<file path="config.mk">
export PLATFORM = sky130hd
export DESIGN_NAME = boot_loader_flat
export DESIGN_NICKNAME = d
export VERILOG_FILES = /design/src/rtl/boot_loader_if.sv /design/src/rtl/boot_loader.sv /design/src/flat_wrapper.sv
export SDC_FILE = /design/constraint.sdc
export NUM_CORES = 1
export LEC_CHECK = 0
export ABC_CLOCK_PERIOD_IN_PS = 3100
export BUFFER_PORTS_ARGS = -buffer_cell sky130_fd_sc_hd__buf_2
export CAP_MARGIN = 5
export CORE_UTILIZATION = 40
export DETAILED_ROUTE_END_ITERATION = 8
export GPL_ROUTABILITY_DRIVEN = 0
export GPL_TIMING_DRIVEN = 0
export PLACE_DENSITY = 0.66
export SYNTH_ARGS = -nofsm -noshare
export SYNTH_HDL_FRONTEND = slang
export SYNTH_SLANG_ARGS = --single-unit
</file>
<file path="constraint.sdc">
create_clock -name clk -period 3.1 [get_ports clk]
set_input_delay 0.62 -clock clk [delete_from_list [all_inputs] [get_ports clk]]
set_output_delay 0.62 -clock clk [all_outputs]
set_load 0.005 [all_outputs]
</file>
<file path="src/rtl/boot_loader_if.sv">
// Byte-stream and CPU bootload port bundle shared by boot_loader and its environment.
// master is the board/CPU side, slave is the loader.
interface boot_loader_if #(
    parameter int DATA_W = 8,
    parameter int ADDR_W = 4
);
    logic              in_valid;
    logic [DATA_W-1:0] in_data;
    logic              in_ready;
    logic              BootLoad;
    logic [ADDR_W-1:0] BootLoadAddress;
    logic [DATA_W-1:0] WriteToMemory;
    logic [DATA_W-1:0] ReadFromMemory;

    modport master (
        output in_valid, in_data, ReadFromMemory,
        input  in_ready, BootLoad, BootLoadAddress, WriteToMemory
    );

    modport slave (
        input  in_valid, in_data, ReadFromMemory,
        output in_ready, BootLoad, BootLoadAddress, WriteToMemory
    );
endinterface

</file>
<file path="src/rtl/boot_loader.sv">
// Host-side bootload writer: streams a 16-byte image into CPU RAM, reads it back,
// and releases BootLoad only when every byte matches.
module boot_loader #(
    parameter int DEPTH  = 16,
    parameter int DATA_W = 8
) (
    input  logic        clk,
    input  logic        reset,
    input  logic        start,
    boot_loader_if.slave bus,
    output logic [4:0]  loaded_count,
    output logic        done,
    output logic        error,
    output logic [3:0]  err_addr
);

    typedef enum logic [2:0] {
        S_IDLE,
        S_LOAD,
        S_SETTLE,
        S_VERIFY,
        S_DONE,
        S_ERROR
    } state_t;

    state_t             r_state;
    logic [DATA_W-1:0]  r_shadow [DEPTH];
    logic               r_boot;
    logic               r_ready;
    logic [3:0]         r_addr;
    logic [DATA_W-1:0]  r_wdata;
    logic [4:0]         r_count;
    logic               r_done;
    logic               r_error;
    logic [3:0]         r_err_addr;
    logic               r_phase;

    logic               w_xfer;
    logic [3:0]         w_cnt_idx;
    logic [3:0]         w_next_addr;
    logic               w_mismatch;

    assign w_xfer      = bus.in_valid && r_ready;
    assign w_cnt_idx   = r_count[3:0];
    assign w_next_addr = r_addr + 4'd1;
    assign w_mismatch  = bus.ReadFromMemory != r_shadow[r_addr];

    // RAM writes on every edge while BootLoad is high, so r_wdata always tracks shadow[r_addr].
    always_ff @(posedge clk) begin
        if (reset) begin
            r_state    <= S_IDLE;
            r_boot     <= 1'b0;
            r_ready    <= 1'b0;
            r_addr     <= '0;
            r_wdata    <= '0;
            r_count    <= '0;
            r_done     <= 1'b0;
            r_error    <= 1'b0;
            r_err_addr <= '0;
            r_phase    <= 1'b0;
            for (int i = 0; i < DEPTH; i++) begin
                r_shadow[i] <= '0;
            end
        end else begin
            case (r_state)
                S_IDLE, S_DONE, S_ERROR: begin
                    if (start) begin
                        r_state    <= S_LOAD;
                        r_boot     <= 1'b1;
                        r_ready    <= 1'b1;
                        r_addr     <= '0;
                        r_wdata    <= '0;
                        r_count    <= '0;
                        r_done     <= 1'b0;
                        r_error    <= 1'b0;
                        r_err_addr <= '0;
                    end
                end

                S_LOAD: begin
                    if (w_xfer) begin
                        r_shadow[w_cnt_idx] <= bus.in_data;
                        r_addr              <= w_cnt_idx;
                        r_wdata             <= bus.in_data;
                        r_count             <= r_count + 5'd1;
                        if (w_cnt_idx == 4'd15) begin
                            r_ready <= 1'b0;
                            r_state <= S_SETTLE;
                        end
                    end
                end

                // Address 15 stays on the bus this cycle so its write lands before readback.
                S_SETTLE: begin
                    r_state <= S_VERIFY;
                    r_addr  <= '0;
                    r_wdata <= r_shadow[0];
                    r_phase <= 1'b0;
                end

                S_VERIFY: begin
                    if (!r_phase) begin
                        r_phase <= 1'b1;
                    end else if (w_mismatch) begin
                        r_state    <= S_ERROR;
                        r_error    <= 1'b1;
                        r_err_addr <= r_addr;
                    end else if (r_addr == 4'd15) begin
                        r_state <= S_DONE;
                        r_boot  <= 1'b0;
                        r_done  <= 1'b1;
                    end else begin
                        r_addr  <= w_next_addr;
                        r_wdata <= r_shadow[w_next_addr];
                        r_phase <= 1'b0;
                    end
                end

                default: begin
                    r_state <= S_IDLE;
                end
            endcase
        end
    end

    assign bus.in_ready        = r_ready;
    assign bus.BootLoad        = r_boot;
    assign bus.BootLoadAddress = r_addr;
    assign bus.WriteToMemory   = r_wdata;
    assign loaded_count        = r_count;
    assign done                = r_done;
    assign error               = r_error;
    assign err_addr            = r_err_addr;

endmodule

</file>
<file path="src/flat_wrapper.sv">
// flat-port wrapper written by rule: the top's interface ports become plain ports
module boot_loader_flat 
#(
    parameter int DEPTH  = 16,
    parameter int DATA_W = 8
)
  (clk, reset, start, loaded_count, done, error, err_addr, bus_in_valid, bus_in_data, bus_ReadFromMemory, bus_in_ready, bus_BootLoad, bus_BootLoadAddress, bus_WriteToMemory);
  boot_loader_if #(.DATA_W(DATA_W)) bus_i ();
  input  logic clk;
  input  logic reset;
  input  logic start;
  output logic [4:0] loaded_count;
  output logic done;
  output logic error;
  output logic [3:0] err_addr;
  input wire logic [$bits(bus_i.in_valid)-1:0] bus_in_valid;
  input wire logic [$bits(bus_i.in_data)-1:0] bus_in_data;
  input wire logic [$bits(bus_i.ReadFromMemory)-1:0] bus_ReadFromMemory;
  output wire logic [$bits(bus_i.in_ready)-1:0] bus_in_ready;
  output wire logic [$bits(bus_i.BootLoad)-1:0] bus_BootLoad;
  output wire logic [$bits(bus_i.BootLoadAddress)-1:0] bus_BootLoadAddress;
  output wire logic [$bits(bus_i.WriteToMemory)-1:0] bus_WriteToMemory;
  assign bus_i.in_valid = bus_in_valid;
  assign bus_i.in_data = bus_in_data;
  assign bus_i.ReadFromMemory = bus_ReadFromMemory;
  assign bus_in_ready = bus_i.in_ready;
  assign bus_BootLoad = bus_i.BootLoad;
  assign bus_BootLoadAddress = bus_i.BootLoadAddress;
  assign bus_WriteToMemory = bus_i.WriteToMemory;
  boot_loader #(.DEPTH(DEPTH), .DATA_W(DATA_W)) u_core (.clk(clk), .reset(reset), .start(start), .bus(bus_i), .loaded_count(loaded_count), .done(done), .error(error), .err_addr(err_addr));
endmodule
</file>
==> impl_metrics.csv <==
group,metric,value,unit
status,outcome,"finished, final reports clean",
floorplanning,dieHeight,151,um
sta,fin_crit_sh,0.996,
logic_synthesis,ys_types,53,
clocking,clock_latency,0.44,ns
floorplanning,row_count,54,
placed_design,dp_slack,-0.858,ns
routing,routed_via_density,6.05,
sta,finClkSkew,0.0155,ns
critical_path,timing.critical_path.cells,"nand2b_1, nor2_1, nand3_1, nor2_1, nand2_1, nor2_2, or2_2",
finish,diodes,0,
finish,layout.cells.most_common_list,"132 x and2_1, 128 x edfxtp_1, 59 x mux4_2",
critical_path,rr_startpoint,"u_core.r_state[0]$_SDFFE_PP0P_",
sta,setup_ws,0.0117,ns
critical_path,crit_slowest_cell,"nor2_2",
global_routing,antenna_found_initial,1,
critical_path,crit_top_cell,"nor2_1",
global_routing,grt_pass1_wl,38800,um
critical_path,critPathRequiredTime,3.19,ns
global_routing,grt_pass1_vias,6207,
sta,timing.fmax,324,MHz
routing,firstDrtPassIters,5,
logic_synthesis,synth_ff_type,"edfxtp_1",
clocking,clockRootBuffer,"clkbuf_16",
logic_synthesis,async_flop_share,0,
global_routing,grt_max_degree,17,
critical_path,cp_num_buf_inv,0,
finish,syn_to_final_growth,17.5,%
sta,timing_max_transition_violations_final,0,
critical_path,r2r_slack,0.01,ns
critical_path,crit_end,"u_core.r_shadow[10][5]$_SDFFCE_PN0P_",
floorplanning,start_util,0.408,
routing,drc,0,
logic_synthesis,seq_area_frac_synth,0.506,
sta,finalHoldViolations,0,
floorplanning,dieWidth,151,um
floorplanning,io_pins,45,
floorplanning,core,0.0218,mm^2
logic_synthesis,ys_warn_count,0,
routing,wirelength,26900,um
global_routing,overflow,0,
finish,fillers,1938,
routing,post_drt_wl_per_cell,26.0,um
sta,setup_viol,0,
global_routing,grt_usage,0.246,
critical_path,path_delay_family,"simple AND/OR/NAND/NOR gates",
finish,stdcell_area,0.0105,mm^2
critical_path,r2r-end,"u_core.r_shadow[10][5]$_SDFFCE_PN0P_",
sta,tightest_slew,1.03,ns
clocking,cts.sinks,161,
finish,fin_cells,1035,
routing,drt.antenna.violating_nets,0,
logic_synthesis,ys_ff_latch,161,
clocking,h-tree-depth,4,
clocking,cts_tree,"yes",
placed_design,dp_hpwl,18500,um
critical_path,criticalPathCategory,"flop to flop",
run,maxCapViolations,0,
critical_path,cp.arrival,3.18,ns
min_path,min_path_type,"flop to flop",
power_and_ir_drop,p_leak,3.71,nW
clocking,clockBufferDepth,2,
finish,utilization,0.480,
routing,drt_iter0_drc,724,
critical_path,ff2ff_path_depth,7,
routing,num_vias,6257,
logic_synthesis,syn_area,0.00890,mm^2
power_and_ir_drop,ir_drop,0.000306,V
clocking,clk_pin_slew,0.07,ns
critical_path,cp_max_fo,9,
critical_path,crit_cells,7,
critical_path,startpoint,"u_core.r_state[0]$_SDFFE_PP0P_",
sta,slew_headroom,0.307,
placed_design,dp_cells,991,
sta,period_needed,3.09,ns
logic_synthesis,avgSynthCellArea,13.3,um^2
logic_synthesis,synth_nets,693,
finish,final_common_cell,"and2_1",
placed_design,io_buffers,42,
sta,rsz0062_at_grt,"yes",
critical_path,critPathLaunchType,"flop",
placed_design,dpl-instance-area,0.00949,mm^2
power_and_ir_drop,powerDensity,497,mW/mm^2
logic_synthesis,synth_edf_count,128,
clocking,cts_buffers,17,
finish,drive_above_1_share,0.298,
logic_synthesis,syn_inst,668,
critical_path,crit_path_max_incr_delay,0.60,ns
floorplanning,dieArea,0.0229,mm^2
critical_path,cp-end-kind,"flop",
finish,nets,767,
## worst register-to-register path, delay by kind of cell (launching register included)
family / cells / cell delay, ns
flip-flops: 1 / 0.44
AND/OR/NAND/NOR: 7 / 2.30
## layer usage
metal / vias up / routed length [um] / track usage
met2: 363 / 12700 / 0.388
li1: 2681 / - / -
met5: - / 11 / 0
met4: 2 / 1510 / 0.152
met1: 3125 / 10500 / 0.313
met3: 86 / 2210 / 0.0473
## power by group
group | total [W] | internal [W] | switching (W)
registers | 0.00246 | 0.00241 | 0.0000550
clock network | 0.00216 | 0.00129 | 0.000870
logic | 0.000575 | 0.000252 | 0.000323
total | 0.00520 | 0.00395 | 0.00125
## cells in the mapped netlist, types with 2 or more instances
cell / count / area (um^2)
nand4_1: 2 / 12.5
o211ai_1: 3 / 22.5
buf_2: 9 / 45.0
nand3b_1: 5 / 37.5
a21oi_1: 9 / 45.0
a211o_1: 2 / 17.5
nand3_1: 9 / 45.0
and4b_1: 2 / 20.0
clkbuf_1: 30 / 113
inv_1: 4 / 15.0
nand2b_1: 7 / 43.8
o21ai_0: 2 / 10.0
nand4b_1: 2 / 17.5
ha_1: 5 / 62.6
xnor2_1: 15 / 131
a41o_1: 2 / 20.0
nor4_1: 4 / 25.0
o22ai_1: 2 / 12.5
a22oi_1: 14 / 105
nor4b_1: 4 / 35.0
nand2_1: 19 / 71.3
mux4_2: 56 / 1260
mux2_2: 12 / 135
edfxtp_1: 128 / 3840
o31ai_1: 2 / 15.0
dfxtp_1: 33 / 661
or2_2: 16 / 100
nor3_1: 21 / 105
mux2_4: 4 / 60.1
buf_6: 5 / 56.3
mux4_1: 5 / 131
mux2i_1: 40 / 400
nor2_1: 24 / 90.1
and2_1: 132 / 826
a21o_1: 2 / 15.0
xor2_1: 6 / 52.6
and4_1: 3 / 26.3
nor2b_1: 13 / 81.3
## through the flow
stage / hold WS, ns / TNS [ns] / power (W)
2_1_floorplan: 0.464 / 0 / 0.00282
3_3_place_gp: 0.455 / -15.93 / 0.00300
3_5_place_dp: 0.457 / -21.12 / 0.00301
4_1_cts: 0.473 / 0 / 0.00515
5_1_grt: 0.505 / -1.42 / 0.00532
6_report: 0.469 / 0 / 0.00520
## flip-flops by register name, summed over array words and instances (netlist names), named ones only
| register | flops |
|---|---|
| u_core.bus.BootLoad | 1 |
| u_core.bus.BootLoadAddress | 4 |
| u_core.bus.WriteToMemory | 8 |
| u_core.bus.in_ready | 1 |
| u_core.done | 1 |
| u_core.err_addr | 4 |
| u_core.error | 1 |
| u_core.loaded_count | 5 |
| u_core.r_phase | 1 |
| u_core.r_shadow | 128 |
| u_core.r_state | 3 |
## cell families (layout without fill, tap and decap cells)
logic type | count (synthesis) | in the layout | synth area share
buf+inv | 49 | 136 | 0.0261
xor+xnor | 21 | 21 | 0.0207
flops | 161 | 161 | 0.506
simple gates | 265 | 265 | 0.175
fa+ha+maj | 5 | 5 | 0.00703
mux | 117 | 117 | 0.223
compound gates | 50 | 50 | 0.0424
## cell type report
cell class	count	area, um^2	area share
flip-flops and latches	161	4500	0.430
multi-input cells	458	4360	0.416
clock buffers	26	577	0.0551
well taps	280	350	0.0335
repair buffers	56	340	0.0325
plain buffers	44	290	0.0277
clock inverters	6	33.8	0.00323
inverters	4	15.0	0.00143
## what timing repair did
action	in CTS	in global routing
cloned	0	1
gates resized for setup	37	34
endpoints found under the setup margin	106	117
buffers inserted	9	3
hold buffers	0	0
hold endpoints to repair	0	0
pin swaps	4	2
## how the worst min path moves through the flow
| stage | startpoint | endpoint | slack, ns | cells past startpoint |
|---|---|---|---|---|
| after floorplan | u_core.done$_SDFFE_PP0P_ | u_core.done$_SDFFE_PP0P_ | 0.46 | 1 |
| after global placement | u_core.done$_SDFFE_PP0P_ | u_core.done$_SDFFE_PP0P_ | 0.45 | 1 |
| after global routing | u_core.bus.BootLoad$_SDFFE_PP0P_ | u_core.bus.BootLoad$_SDFFE_PP0P_ | 0.51 | 2 |
| after detailed placement | u_core.done$_SDFFE_PP0P_ | u_core.done$_SDFFE_PP0P_ | 0.46 | 1 |
| final | u_core.done$_SDFFE_PP0P_ | u_core.done$_SDFFE_PP0P_ | 0.47 | 1 |
| after CTS | u_core.done$_SDFFE_PP0P_ | u_core.done$_SDFFE_PP0P_ | 0.47 | 1 |
Power figures use the tool's default switching activity.
